File: config.mk
export PLATFORM = sky130hd
export DESIGN_NAME = umi_arbiter_sched
export DESIGN_NICKNAME = d
export VERILOG_FILES = /design/src/rtl/umi_arbiter_sched.sv
export SDC_FILE = /design/constraint.sdc
export NUM_CORES = 1
export LEC_CHECK = 0
export BUFFER_PORTS_ARGS = -buffer_cell sky130_fd_sc_hd__buf_2
export CAP_MARGIN = 40
export CORE_UTILIZATION = 58
export DETAILED_ROUTE_END_ITERATION = 8
export PLACE_DENSITY = 0.92
export SLEW_MARGIN = 20
export SYNTH_ARGS = -nofsm -noshare
export SYNTH_HDL_FRONTEND = slang
export SYNTH_HIERARCHICAL = 1
export SYNTH_SLANG_ARGS = --single-unit
File: constraint.sdc
create_clock -name clk -period 8.2 [get_ports clk]
set_input_delay 0.41 -clock clk [delete_from_list [all_inputs] [get_ports clk]]
set_output_delay 0.41 -clock clk [all_outputs]
set_load 0.05 [all_outputs]
File: src/rtl/umi_arbiter_sched.sv
// Output-port scheduler for the UMI switch: one-hot grant with hold/lock across back-pressure and multi-beat packets.
// Optional starvation promotion is compiled in with `define UMI_ARB_STARVE_EN.

`ifdef UMI_ARB_STARVE_EN
module umi_arb_starve_cnt #(
  parameter int SCW = 4
) (
  input  logic           clk,
  input  logic           nreset,
  input  logic           req,
  input  logic           mask,
  input  logic           mine,
  input  logic           eom_xfer,
  output logic [SCW-1:0] cnt
);
  always_ff @(posedge clk or negedge nreset) begin
    if (!nreset)                       cnt <= '0;
    else if (!req || (eom_xfer && mine)) cnt <= '0;
    else if (eom_xfer && !mask && cnt != '1) cnt <= cnt + 1'b1;
  end
endmodule
`endif

module umi_arbiter_sched #(
  parameter int N             = 4,
  parameter int STARVE_THRESH = 15,
  parameter int SCW           = 4
) (
  input  logic         clk,
  input  logic         nreset,
  input  logic [1:0]   arbmode,
  input  logic [N-1:0] arbmask,
  input  logic [N-1:0] req,
  input  logic [N-1:0] req_eom,
  input  logic         out_ready,
  output logic [N-1:0] grant,
  output logic         out_valid,
  output logic [N-1:0] in_ready,
  output logic         locked
);
  localparam int PW = $clog2(N);

  typedef enum logic [1:0] {ARB, HOLD, LOCK} state_t;

  state_t          state_q, state_d;
  logic [N-1:0]    gnt_q, gnt_d, elig, arb_gnt, sel;
  logic [PW-1:0]   ptr_q, ptr_d, rr_idx, gidx;
  logic            found, xfer, eom, rr_mode;

  assign elig    = req & ~arbmask;
  assign rr_mode = (arbmode[1] == arbmode[0]);

`ifdef UMI_ARB_STARVE_EN
  logic [N-1:0][SCW-1:0] starve_cnt;
  logic [N-1:0]          starving;

  for (genvar i = 0; i < N; i++) begin : g_starve
    umi_arb_starve_cnt #(.SCW(SCW)) u_cnt (
      .clk      (clk),
      .nreset   (nreset),
      .req      (req[i]),
      .mask     (arbmask[i]),
      .mine     (sel[i]),
      .eom_xfer (xfer & eom),
      .cnt      (starve_cnt[i])
    );
    assign starving[i] = elig[i] && (starve_cnt[i] >= SCW'(STARVE_THRESH));
  end
`else
  logic [SCW-1:0] unused_thresh;
  assign unused_thresh = SCW'(STARVE_THRESH);
`endif

  // Starved requesters (lowest index) pre-empt whatever arbmode would pick.
  always_comb begin
    arb_gnt = '0;
    rr_idx  = '0;
    found   = 1'b0;
`ifdef UMI_ARB_STARVE_EN
    for (int i = 0; i < N; i++)
      if (!found && starving[i]) begin
        arb_gnt[i] = 1'b1;
        found      = 1'b1;
      end
`endif
    case (arbmode)
      2'b01: begin
        for (int i = 0; i < N; i++)
          if (!found && elig[i]) begin
            arb_gnt[i] = 1'b1;
            found      = 1'b1;
          end
      end
      2'b10: begin
        for (int i = N - 1; i >= 0; i--)
          if (!found && elig[i]) begin
            arb_gnt[i] = 1'b1;
            found      = 1'b1;
          end
      end
      default: begin
        for (int i = 0; i < N; i++) begin
          rr_idx = PW'((int'(ptr_q) + i) % N);
          if (!found && elig[rr_idx]) begin
            arb_gnt[rr_idx] = 1'b1;
            found           = 1'b1;
          end
        end
      end
    endcase
  end

  always_comb begin
    if (!nreset)           sel = '0;
    else if (state_q == ARB) sel = arb_gnt;
    else                   sel = gnt_q;
  end

  always_comb begin
    gidx = '0;
    for (int i = 0; i < N; i++)
      if (sel[i]) gidx = PW'(i);
  end

  assign grant     = sel;
  assign out_valid = |(req & sel);
  assign in_ready  = sel & {N{out_ready}};
  assign locked    = (state_q == LOCK);
  assign xfer      = out_valid & out_ready;
  assign eom       = |(req_eom & sel);

  always_comb begin
    state_d = state_q;
    gnt_d   = gnt_q;
    ptr_d   = ptr_q;
    if (xfer && eom && rr_mode)
      ptr_d = (gidx == PW'(N - 1)) ? '0 : gidx + 1'b1;
    case (state_q)
      ARB: begin
        gnt_d = arb_gnt;
        if (xfer && !eom)               state_d = LOCK;
        else if (out_valid && !out_ready) state_d = HOLD;
      end
      HOLD: if (xfer) state_d = eom ? ARB : LOCK;
      LOCK: if (xfer && eom) state_d = ARB;
      default: state_d = ARB;
    endcase
  end

  always_ff @(posedge clk or negedge nreset) begin
    if (!nreset) begin
      state_q <= ARB;
      gnt_q   <= '0;
      ptr_q   <= '0;
    end else begin
      state_q <= state_d;
      gnt_q   <= gnt_d;
      ptr_q   <= ptr_d;
    end
  end
endmodule

Word-level counts from Yosys, hierarchy flattened

Cells that the tools add are included.

Bits in registers: 8
Word-level logic and storage cells: 126
Input bits: 17
Output and inout bits: 10

$add $sub $neg: 4
Eq/ne operators: 9
Reductions and logical operators: 33
Multiplexer cells: 60
Bitwise operators: 9
$lt $le $gt $ge: 8

Operator list:

| operator                                                                            | number |
|---|---|
| 4-bit two-way mux                                                                   | 9 |
| 1-bit two-way mux                                                                   | 33 |
| 1-bit logical AND                                                                   | 17 |
| 4-bit AND                                                                           | 4 |
| 2-bit two-way mux                                                                   | 8 |
| 2-bit by 3-bit less-than comparator with 1-bit output, second input constant        | 4 |
| 4-bit bitwise OR                                                                    | 3 |
| 1-bit logical NOT                                                                   | 11 |
| 1-bit binary-select mux with 2-bit select                                           | 4 |
| 1-bit demux with 2-bit select                                                       | 4 |
| 2-bit by 1-bit greater-or-equal comparator with 1-bit output, second input constant | 4 |
| 4-bit one-hot mux with 2 select lines                                               | 1 |
| 4-bit OR reduction                                                                  | 2 |
| 2-bit equality test, second input constant                                          | 3 |
| 2-bit one-hot mux with 3 select lines                                               | 1 |
| 2-bit by 1-bit adder with 2-bit output, second input constant                       | 2 |
| 2-bit adder, second input constant                                                  | 2 |
| 2-bit by 1-bit equality test with 1-bit output, second input constant               | 2 |
| 4-bit inverter                                                                      | 1 |
| 3-bit by 1-bit != test with 1-bit output, second input constant                     | 1 |
| 3-bit AND reduction                                                                 | 1 |
| 2-bit logical NOT                                                                   | 1 |
| 2-bit by 1-bit != test with 1-bit output, second input constant                     | 1 |
| 2-bit != test, second input constant                                                | 1 |
| other kinds (3)                                                                     | 3 |

Longest topological paths before layout

Gate-level depths: netlist of run 1.

Depth after elaboration: 26
Gate-level depth with buffers: 11
Gate-level depth less buffers: 11

Least setup slack after synthesis of run 1

Ideal clock, no wire load.

Kind: reg-to-reg
Start: register ptr_q[0]
End: register ptr_q[1]
Stages on the path, launching flop included: 12
Arrival: 3142 ps
Path buffers: 0
Data required time: 8069 ps
Library setup time: 131 ps
Slack: 4927 ps
Clock period less this slack: 3273 ps
Cells stage by stage: dfrtp_1 -> inv_2 -> ha_1 -> nand2_1 -> or4_4 -> a31oi_1 -> a22oi_1 -> a31oi_2 -> mux2i_1 -> nor2b_1 -> o21bai_1 -> mux2i_1

Cells in the longest elaborated chain, start to end: 23
Elaborated cells on any way between the ends: 69
Classes of those cells: 4 x add/sub; 8 x order compare; 1 x eq/ne; 36 x mux; 6 x bitwise; 14 x reduce/logical

RTL lines:

| what                                                                                           | line | source |
|---|---|---|
| start, declared                                                                                | 47   | `logic [PW-1:0] ptr_q, ptr_d, rr_idx, gidx;` |
| start signal, assigned                                                                         | 158  | `ptr_q <= ptr_d;` |
| branches (longest 14 deep; another with 2-bit by 3-bit less-than comparator with 1-bit output) | -    |  |
| 4-bit two-way mux (*)                                                                          | 104  | `if (!found && elig[rr_idx]) begin` |
| 4-bit one-hot mux with 2 select lines (*)                                                      | 86   | `case (arbmode)` |
| 4-bit two-way mux (*)                                                                          | 115  | `else if (state_q == ARB) sel = arb_gnt;` |
| 4-bit two-way mux (*)                                                                          | 114  | `if (!nreset) sel = '0;` |
| net grant[3]                                                                                   | 36   | `output logic [N-1:0] grant,` |
| 4-bit AND                                                                                      | 126  | `assign out_valid = \|(req & sel);` |
| 4-bit OR reduction                                                                             | 126  |  |
| 1-bit AND                                                                                      | 129  | `assign xfer = out_valid & out_ready;` |
| 1-bit logical AND (2 in a row)                                                                 | 136  | `if (xfer && eom && rr_mode)` |

Mark *: on every way through the listed nets, which the timed path passes. The select of a mux whose other input is x is not followed.
A chain may end at the register's enable or synchronous reset.

Worst setup path after layout of run 1

Start: register ptr_q[0]
End: output out_valid

Cells in the longest elaborated chain, start to end: 20
Elaborated cells on any way between the ends: 58
Classes of those cells: 3 x add/sub; 8 x order compare; 32 x mux; 4 x bitwise; 11 x reduce/logical

RTL lines:

| what                                                                                           | line | source |
|---|---|---|
| branches (longest 14 deep; another with 2-bit by 3-bit less-than comparator with 1-bit output) | -    |  |
| 4-bit two-way mux (*)                                                                          | 104  |  |
| 4-bit one-hot mux with 2 select lines (*)                                                      | 86   |  |
| 4-bit two-way mux (*)                                                                          | 115  |  |
| 4-bit two-way mux (*)                                                                          | 114  |  |
| 4-bit AND (*)                                                                                  | 126  |  |
| 4-bit OR reduction (*)                                                                         | 126  |  |
| end, declared                                                                                  | 37   | `output logic out_valid,` |

Mark *: on every way between the ends. The select of a mux whose other input is x is not followed.

==> results of run 1 <==
==> layout by cell type, fill, tap and decap left out, drive strengths merged, types with 5 or more instances in the layout <==
cell	synthesis	layout
ha	9	9
a221oi	6	6
inv	11	11
nor2	12	12
buf	2	26
nand2	11	11
nor2b	6	6
a31oi	6	6
o21ai	6	6
a21oi	5	5
dfrtp	8	8
==> power by group through the flow <==
stage                     combinational [mW]  clock [mW]  sequential (mW)
after floorplan                        0.242           0           0.0746
final                                  0.311      0.0311           0.0825
after global routing                   0.332      0.0331           0.0839
after CTS                              0.307      0.0320           0.0813
after detailed placement               0.305           0           0.0811
after global placement                 0.292           0           0.0791
==> synth_stat cells, types with 3 or more instances <==
master	n	area, um2
nand3_1	4	20.0
nor2b_1	6	37.5
a21oi_1	4	20.0
a32oi_1	3	26.3
and2_1	3	18.8
mux2i_1	4	40.0
ha_1	9	113
a22oi_1	4	30.0
nand2_1	11	41.3
nor2_1	11	41.3
nand2b_1	4	25.0
a221oi_1	4	35.0
inv_1	10	37.5
dfrtp_1	8	200
o21ai_0	6	30.0
a31oi_1	4	25.0
==> cell families after synthesis <==
logic type | share of synthesized area
flops | 0.174
fa+ha+maj | 0.0978
buf+inv | 0.0554
simple gates | 0.275
compound gates | 0.288
mux | 0.110
==> final cells by class <==
class	count	area share
Multi-Input combinational cell	110	0.676
Timing Repair Buffer	26	0.0991
Clock buffer	3	0.0172
Sequential cell	8	0.153
Tap cell	25	0.0238
Inverter	11	0.0315
==> worst paths after layout <==
check,start,end,slack [ns]
max,ptr_q[0],out_valid,4.57
min,nreset,state_q[1],0.02
max reg2reg,ptr_q[0],ptr_q[0],4.98
min reg2reg,state_q[1],state_q[0],0.49
max in group asynchronous,nreset,gnt_q[0],7.96
min in group clk,out_ready,state_q[0],0.41
==> layer usage <==
layer | vias up | GRT usage | share of wire
met5 | - | 0 | 0
met4 | 0 | 0.176 | 0.041
met3 | 20 | 0.0627 | 0.081
met2 | 77 | 0.578 | 0.50
met1 | 560 | 0.412 | 0.38
li1 | 551 | - | -
==> state kept, by name, summed over array words and instances (netlist names) <==
signal / cells
gnt_q: 4
ptr_q: 2
state_q: 2
==> critical path, stage by stage (launching register included) <==
cell,delay [ns]
dfrtp_1,0.56
inv_2,0.13
ha_1,0.40
nand2_1,0.08
or4_4,0.45
a31oi_1,0.22
a22oi_1,0.14
a31oi_2,0.27
a221oi_2,0.13
a21oi_4,0.25
buf_2,0.31
==> through the flow <==
stage | cell area [um2] | cells | hold WS (ns) | utilization | total power [mW]
2_1_floorplan | 1150 | 131 | 0.114 | - | 0.317
4_1_cts | 1310 | 183 | 0.0177 | 0.728 | 0.420
3_5_place_dp | 1290 | 180 | 0.299 | 0.716 | 0.386
5_1_grt | 1310 | 183 | 0.0287 | 0.728 | 0.449
6_report | 1310 | 183 | 0.0201 | 0.728 | 0.425
3_3_place_gp | 1290 | 180 | 0.295 | 0.716 | 0.371
==> metrics.md, run 1 <==
| Metric | Value |
|---|---|
| Core box area | 1800 um2 |
| Placer Congestion | 1.10 |
| FMAX | 275 MHz |
| Register area share after synthesis | 0.174 |
| Combinational fraction of design power | 0.732 |
| CP required | 7.79 ns |
| Leakage | 0.618 nW |
| Share of cells above drive strength 1 | 0.310 |
| Worst Setup End Kind | primary output |
| Hold-fix buffers at CTS | 0 |
| Asr flop ratio synth | 1.00 |
| Root Buffer | clkbuf_4 |
| HP Class | input pin to asynchronous set/reset pin |
| Portion of total power attributed to the clock network | 0.073 |
| Vias post-DR | 1208 |
| Gate Count Post-Synth | 131 |
| Relative slew slack | 0.625 |
| Int Power | 0.184 mW |
| # nets final | 186 |
| DRC viols | 0 |
| Worst slew pin tran | 0.557 ns |
| Post-route ant nets | 0 |
| Setup TNS | 0 ns |
| DR WL/cell | 17.3 um |
| Startpoint Class | flip-flop |
| Die ar. | 2170 um2 |
| Total setup buffers inserted after CTS | 0 |
| Initial core utilization | 0.639 |
| CTS tree | built |
| NetSw | 0.240 mW |
| Synth warnings | 6 |
| Setup ws final | 4.57 ns |
| Die width | 46.6 um |
| Max Buffers Root-to-Sink | 2 |
| R2R cell count | 11 |
| Clk_lat worst skew | 0.26 ns |
| Routed vias/inst | 6.60 |
| Gates resized, CTS repair | 0 |
| Min Tclk post-route | 3.63 ns |
| Cts bufs inserted | 3 |
| Port bufs | 26 |
| Net Sw Frac | 0.566 |
| Detailed Place HPWL | 2530 um |
| Largest net degree at the start of global routing | 17 |
| Total global routing overflow | 0 |
| Sink Count | 8 |
| Crit path max fanout | 10 |
| RSZ-0062 raised after global routing | no |
| Area growth, synth to finish | 14.0% |
| Register bit total from synthesis | 8 |
| Rows | 15 |
| CTS H-Tree Depth | 1 |
| Antenna violations before repair | 0 |
| Clock skew | 0.00348 ns |
| First DRT Iteration DRCs | 51 |
| Part of the power in registers | 0.194 |
| Dpl ws | 4.90 ns |
| Inserted Diodes | 0 |
| Mapped cell area | 1150 um2 |
| Power Density | 323 nW/um2 |
| Status | finished clean |
| Synth Area per Inst | 8.79 um2 |
| Post-synth EDFFs | 0 |
| DRT Wirelength | 3170 um |
| Max cap viols | 0 |
| Peak supply drop | 0.243 mV |
| Syn nets | 157 |
| DR pass1 iterations | 4 |
| Gr usage total | 0.344 |
| I/O pin total | 27 |
| Number of global-route vias before repair | 1212 |
| Final hold viol count | 0 |
| Fill count | 150 |
| Arrival time worst endpoint | 3.22 ns |
| First-pass GRT wire length | 5260 um |
| Synth unique cells | 42 |
| Sequential Area | 200 um2 |
| Worst-path clk slew | 0.05 ns |
| Multi-input combinational cell area | 887 um2 |
| Critical path class | flip-flop to primary output |
| Slew Limit Fails | 0 |
| Period utilization | 0.443 |
| Final setup viols | 0 |
| Die H | 46.6 um |
| Top FF cell, synth | dfrtp_1 |
Power figures use the tool's default switching activity.
==> run 2, diff against run 1 <==
CORE_UTILIZATION = 48   (was 58)
PLACE_DENSITY = 0.82   (was 0.92)
clock period = 2.97 ns   (was 8.2 ns; I/O delays follow)
==> metrics.md, run 2 (synthesized netlist as in run 1, its figures left out) <==
| Metric | Value |
|---|---|
| Cts bufs inserted | 3 (unchanged) |
| Final setup viols | 0 (unchanged) |
| I/O pin total | 27 (unchanged) |
| Worst slew pin tran | 0.494 ns (was 0.557 ns) |
| Die ar. | 2600 um2 (was 2170 um2) |
| Vias post-DR | 1243 (was 1208) |
| GR Util met3 | 0.0298 (was 0.0627) |
| Placer Congestion | 1.12 (was 1.10) |
| Status | finished clean (unchanged) |
| DRT Wirelength | 3200 um (was 3170 um) |
| Largest net degree at the start of global routing | 17 (unchanged) |
| Peak supply drop | 0.649 mV (was 0.243 mV) |
| Die width | 51.0 um (was 46.6 um) |
| CTS H-Tree Depth | 1 (unchanged) |
| Max Buffers Root-to-Sink | 2 (unchanged) |
| Worst-path clk slew | 0.06 ns (was 0.05 ns) |
| Clk_lat worst skew | 0.25 ns (was 0.26 ns) |
| Antenna violations before repair | 0 (unchanged) |
| Port bufs | 26 (unchanged) |
| Die H | 51.0 um (was 46.6 um) |
| Startpoint Class | flip-flop (unchanged) |
| Number of global-route vias before repair | 1186 (was 1212) |
| Fill count | 201 (was 150) |
| R2R cell count | 11 (unchanged) |
| Commonest non-fill, non-tap cells in the layout | 23 x buf_2, 11 x nor2_1, 11 x nand2_1, 10 x inv_1, 8 x ha_1 (was 26 x buf_2, 11 x nor2_1, 11 x nand2_1, 10 x inv_1, 9 x ha_1) |
| First-pass GRT wire length | 5040 um (was 5260 um) |
| Post-route ant nets | 0 (unchanged) |
| Inserted Diodes | 0 (unchanged) |
| Share of cells above drive strength 1 | 0.370 (was 0.310) |
| CP endpoint | out_valid (unchanged) |
| Leakage | 0.650 nW (was 0.618 nW) |
| Slew Limit Fails | 0 (unchanged) |
| Most flop-heavy register | gnt_q (unchanged) |
| Dpl ws | 0.160 ns (was 4.90 ns) |
| Gr busiest metal | met2 (unchanged) |
| Overall Power | 1.27 mW (was 0.425 mW) |
| Clock skew | 0.00617 ns (was 0.00348 ns) |
| Initial core utilization | 0.515 (was 0.639) |
| # nets final | 192 (was 186) |
| Worst R2R Start | ptr_q[1] (was ptr_q[0]) |
| First DRT Iteration DRCs | 55 (was 51) |
| DRC viols | 0 (unchanged) |
| Relative slew slack | 0.670 (was 0.625) |
| Crit path max fanout | 5 (was 10) |
| Arrival time worst endpoint | 2.76 ns (was 3.22 ns) |
| Root Buffer | clkbuf_4 (unchanged) |
| Total global routing overflow | 0 (unchanged) |
| HP Class | input pin to flip-flop (was input pin to asynchronous set/reset pin) |
| Worst Setup End Kind | primary output (unchanged) |
| Top Registers | gnt_q: 4 flops, ptr_q: 2 flops, state_q: 2 flops (unchanged) |
| Commonest non-fill, non-tap cell in the layout | buf_2 (unchanged) |
| Max reg flops | 4 (unchanged) |
| Area growth, synth to finish | 23.9% (was 14.0%) |
| Gr usage total | 0.257 (was 0.344) |
| Reg-to-reg setup timing slack | 0.08 ns (was 4.98 ns) |
| Sink Count | 8 (unchanged) |
| Met2 usage | 0.445 (was 0.578) |
| Max cap viols | 0 (unchanged) |
| CTS tree | built (unchanged) |
| DR pass1 iterations | 4 (unchanged) |
| Final hold viol count | 0 (unchanged) |
| Setup ws final | 0.0626 ns (was 4.57 ns) |
| Power Density | 894 nW/um2 (was 323 nW/um2) |
| Detailed Place HPWL | 2430 um (was 2530 um) |
| Period utilization | 0.979 |
| CP required | 2.82 ns (was 7.79 ns) |
| Worst setup startpoint | ptr_q[1] (was ptr_q[0]) |
| FMAX | 344 MHz |
| Min Tclk post-route | 2.91 ns |
| Routed vias/inst | 6.44 (was 6.60) |
| R2r endpoint | ptr_q[0] (unchanged) |
| DR WL/cell | 16.6 um (was 17.3 um) |
| Core box area | 2230 um2 (was 1800 um2) |
| Rows | 17 (was 15) |
| Met1 GRT Util | 0.292 (was 0.412) |
| Critical path class | flip-flop to primary output (unchanged) |
==> run 2: final cells by class <==
type	count	area (um2)	area share
timing repair buffer	32	189	0.132
clock buffer	4	26.3	0.0184
multi-input combinational	110	933	0.654
sequential	8	201	0.141
tap	28	35.0	0.0246
inverter	11	41.3	0.0289
==> run 2: worst min path at each step <==
| stage | startpoint | endpoint | slack (ns) | cells past startpoint |
|---|---|---|---|---|
| after CTS | out_ready | state_q[0] | 0.17 | 2 |
| after global placement | nreset | gnt_q[3] | 0.04 | 1 |
| after detailed placement | nreset | gnt_q[3] | 0.04 | 1 |
| after global routing | out_ready | state_q[0] | 0.18 | 2 |
| after floorplan | nreset | gnt_q[0] | -0.15 | 0 |
| final | out_ready | state_q[0] | 0.20 | 2 |
==> run 2: per-layer routing <==
metal,share of wire,vias up
met5,0,-
met4,0.034,0
met3,0.073,14
met2,0.51,69
met1,0.38,596
li1,-,564
==> run 2: worst max-delay path, cell delays in order, from the launching register on <==
cell and delay [ns]:
dfrtp_1 0.39, inv_1 0.10, ha_4 0.30, nand2_1 0.06, or4_4 0.46, a31oi_4 0.18
a22oi_1 0.12, a31oi_2 0.30, a221oi_2 0.14, a21oi_4 0.27, buf_6 0.20
==> run 2: power by group <==
group | internal [mW] | switching [mW] | total (mW) | leakage, nW
logic | 0.383 | 0.594 | 0.976 | 0.537
clock network | 0.0514 | 0.0367 | 0.0881 | 0.0150
registers | 0.161 | 0.0489 | 0.210 | 0.0982
==> run 2: metrics by stage <==
step	cell area, um2	utilization	hold slack (ns)	cells	setup TNS (ns)
after detailed placement	1330	0.597	0.0443	186	0
final	1430	0.639	0.196	193	0
after global routing	1430	0.639	0.180	193	-0.0565
after global placement	1330	0.597	0.0368	186	0
after CTS	1370	0.613	0.169	191	0
after floorplan	1170	-	-0.147	131	0
==> run 2: timing repair <==
| item | in CTS | in global routing |
|---|---|---|
| endpoints found under the setup margin | 0 | 8 |
| setup buffers | 0 | 2 |
| resized for setup | 0 | 11 |
| endpoints found under the hold margin | 8 | 0 |
| hold buffers | 1 | 0 |
==> run 3, diff against run 2 <==
CELL_PAD_IN_SITES_DETAIL_PLACEMENT = 1   (was default)
CELL_PAD_IN_SITES_GLOBAL_PLACEMENT = 1   (was default)
CORE_UTILIZATION = 36   (was 48)
PLACE_DENSITY = 0.83   (was 0.82)
==> metrics.md, run 3 (synthesized netlist as in run 1, its figures left out) <==
| Metric | Value |
|---|---|
| Critical path's slowest cell | or4_4 (unchanged) |
| Gr usage total | 0.255 (was 0.257) |
| Post-route ant nets | 0 (unchanged) |
| Port bufs | 26 (unchanged) |
| Reg-to-reg setup timing slack | 0.10 ns (was 0.08 ns) |
| Die width | 58.5 um (was 51.0 um) |
| Largest net degree at the start of global routing | 17 (unchanged) |
| R2r endpoint | ptr_q[0] (unchanged) |
| Hold_sp | out_ready (unchanged) |
| Total global routing overflow | 0 (unchanged) |
| CP required | 2.82 ns (about the same) |
| Crit path max fanout | 6 (was 5) |
| CTS tree | built (unchanged) |
| CTS H-Tree Depth | 1 (unchanged) |
| Slowest stage delay, CP | 0.44 ns (was 0.46 ns) |
| Status | finished clean (unchanged) |
| Clock skew | 0.0142 ns (was 0.00617 ns) |
| R2R cell count | 11 (unchanged) |
| Antenna violations before repair | 0 (unchanged) |
| Slew Limit Fails | 0 (unchanged) |
| Critical path buffers and inverters | 2 (unchanged) |
| CP top delay family | compound AO/OA/AOI/OAI gates (unchanged) |
| Fill count | 384 (was 201) |
| Cts bufs inserted | 3 (unchanged) |
| Final core utilization | 0.480 (was 0.639) |
| Number of global-route vias before repair | 1241 (was 1186) |
| Routed vias/inst | 5.80 (was 6.44) |
| Top Registers | gnt_q: 4 flops, ptr_q: 2 flops, state_q: 2 flops (unchanged) |
| First-pass GRT wire length | 6500 um (was 5040 um) |
| DR WL/cell | 19.5 um (was 16.6 um) |
| Final setup viols | 0 (unchanged) |
| Worst hold path stage count | 2 (unchanged) |
| First DRT Iteration DRCs | 57 (was 55) |
| Max Buffers Root-to-Sink | 2 (unchanged) |
| Period utilization | 0.986 (was 0.979) |
| Arrival time worst endpoint | 2.78 ns (was 2.76 ns) |
| Detailed Place HPWL | 3250 um (was 2430 um) |
| FMAX | 341 MHz (was 344 MHz) |
| Commonest non-fill, non-tap cells in the layout | 22 x buf_2, 11 x nor2_1, 11 x nand2_1, 10 x inv_1, 8 x ha_1 (was 23 x buf_2, 11 x nor2_1, 11 x nand2_1, 10 x inv_1, 8 x ha_1) |
| Root Buffer | clkbuf_4 (unchanged) |
| Final hold viol count | 0 (unchanged) |
| Rows | 20 (was 17) |
| DRC viols | 0 (unchanged) |
| Share of cells above drive strength 1 | 0.386 (was 0.370) |
| Most flop-heavy register | gnt_q (unchanged) |
| Clk_lat worst skew | 0.28 ns (was 0.25 ns) |
| Commonest non-fill, non-tap cell in the layout | buf_2 (unchanged) |
| Worst R2R Start | ptr_q[0] (was ptr_q[1]) |
| Die ar. | 3430 um2 (was 2600 um2) |
| Power Density | 940 nW/um2 (was 894 nW/um2) |
| Worst-path clk slew | 0.07 ns (was 0.06 ns) |
| Overall Power | 1.38 mW (was 1.27 mW) |
| RSZ-0062 raised after global routing | yes |
| Relative slew slack | 0.628 (was 0.670) |
| Hold Crit Endpoint | state_q[0] (unchanged) |
| Area growth, synth to finish | 27.4% (was 23.9%) |
| Vias post-DR | 1219 (was 1243) |
| Inserted Diodes | 0 (unchanged) |
| HP Class | input pin to flip-flop (unchanged) |
| # nets final | 193 (was 192) |
| Peak supply drop | 0.507 mV (was 0.649 mV) |
| Sink Count | 8 (unchanged) |
| DRT Wirelength | 4090 um (was 3200 um) |
| Startpoint Class | flip-flop (unchanged) |
| Die H | 58.5 um (was 51.0 um) |
| Worst Setup End Kind | primary output (unchanged) |
| Initial core utilization | 0.377 (was 0.515) |
| Max cap viols | 0 (unchanged) |
| Max reg flops | 4 (unchanged) |
| Min Tclk post-route | 2.93 ns (was 2.91 ns) |
| Worst slew pin tran | 0.556 ns (was 0.494 ns) |
| Worst-path cell chain | inv_2 -> ha_4 -> nand2_1 -> or4_4 -> a31oi_2 -> a22oi_1 -> a31oi_2 -> a221oi_2 -> a21oi_4 -> buf_6 (was inv_1 -> ha_4 -> nand2_1 -> or4_4 -> a31oi_4 -> a22oi_1 -> a31oi_2 -> a221oi_2 -> a21oi_4 -> buf_6) |
| CP dominant cell by count | a31oi_2 |
| Placer Congestion | 1.03 (was 1.12) |
| Sequential Area | 201 um2 (unchanged) |
| Leakage | 0.651 nW (was 0.650 nW) |
| Multi-input combinational cell area | 943 um2 (was 933 um2) |
| I/O pin total | 27 (unchanged) |
| DR pass1 iterations | 5 (was 4) |
| Core box area | 3050 um2 (was 2230 um2) |
| Critical path class | flip-flop to primary output (unchanged) |
==> run 3: cell types whose count changed in the layout (fill, tap and decap cells not counted) <==
cell	change
a221oi_4	+1
mux2i_2	+2
buf_2	-1
a31oi_4	-1
mux2i_1	-2
clkbuf_4	+1
a221oi_2	-1
buf_4	+1
a31oi_2	+1
==> run 3: worst register-to-register path, stage by stage, from the launching register on <==
cell,delay [ns]
dfrtp_2,0.38
inv_2,0.09
ha_4,0.30
nand2_1,0.05
or4_4,0.44
a31oi_2,0.18
a22oi_1,0.12
a31oi_2,0.33
a221oi_2,0.15
a21oi_4,0.28
nand4_4,0.14
mux2_4,0.31
==> run 3: stage by stage <==
step           worst slack [ns]  cells  setup TNS [ns]  hold WS (ns)  area (um2)
2_1_floorplan            0.0275    131               0        -0.147        1170
3_3_place_gp              0.215    202               0        0.0375        1350
3_5_place_dp              0.128    202               0        0.0490        1350
4_1_cts                 0.00650    207               0         0.170        1400
5_1_grt                 -0.0345    210         -0.0622         0.169        1470
6_report                 0.0402    210               0         0.165        1470
==> run 3: layout make-up <==
| type | count | share of cell area |
|---|---|---|
| Multi-Input combinational cell | 110 | 0.643 |
| Sequential cell | 8 | 0.137 |
| Timing Repair Buffer | 33 | 0.136 |
| Tap cell | 44 | 0.0375 |
| Inverter | 11 | 0.0282 |
| Clock buffer | 4 | 0.0179 |
==> run 3: power by group <==
group	total [mW]	leakage, nW	internal, mW	switching, mW
combinational	1.06	0.537	0.410	0.653
sequential	0.217	0.0982	0.161	0.0564
clock	0.0984	0.0150	0.0519	0.0466
total	1.38	0.651	0.623	0.756
==> run 3: worst max path at each step <==
stage	to	from	cells past startpoint
CTS	out_valid	ptr_q[1]	10
finish	out_valid	ptr_q[0]	10
detailed placement	ptr_q[0]	ptr_q[1]	11
global placement	ptr_q[0]	ptr_q[1]	11
global route	out_valid	ptr_q[0]	10
floorplan	ptr_q[0]	ptr_q[0]	11
==> run 3: layer usage <==
metal | wire, um | global-route usage | vias to the layer above
met3 | 127 | 0.0374 | 7
met5 | 0 | 0 | -
met1 | 1820 | 0.319 | 615
li1 | - | - | 569
met2 | 2090 | 0.466 | 28
met4 | 55 | 0.0476 | 0
==> run 3: timing repair <==
item	4_1_cts	5_1_grt
endpoints found under the setup margin	4	9
endpoints found under the hold margin	8	0
hold buffers	1	0
gates resized for setup	3	10
pin swaps	0	3
buffers inserted	0	3
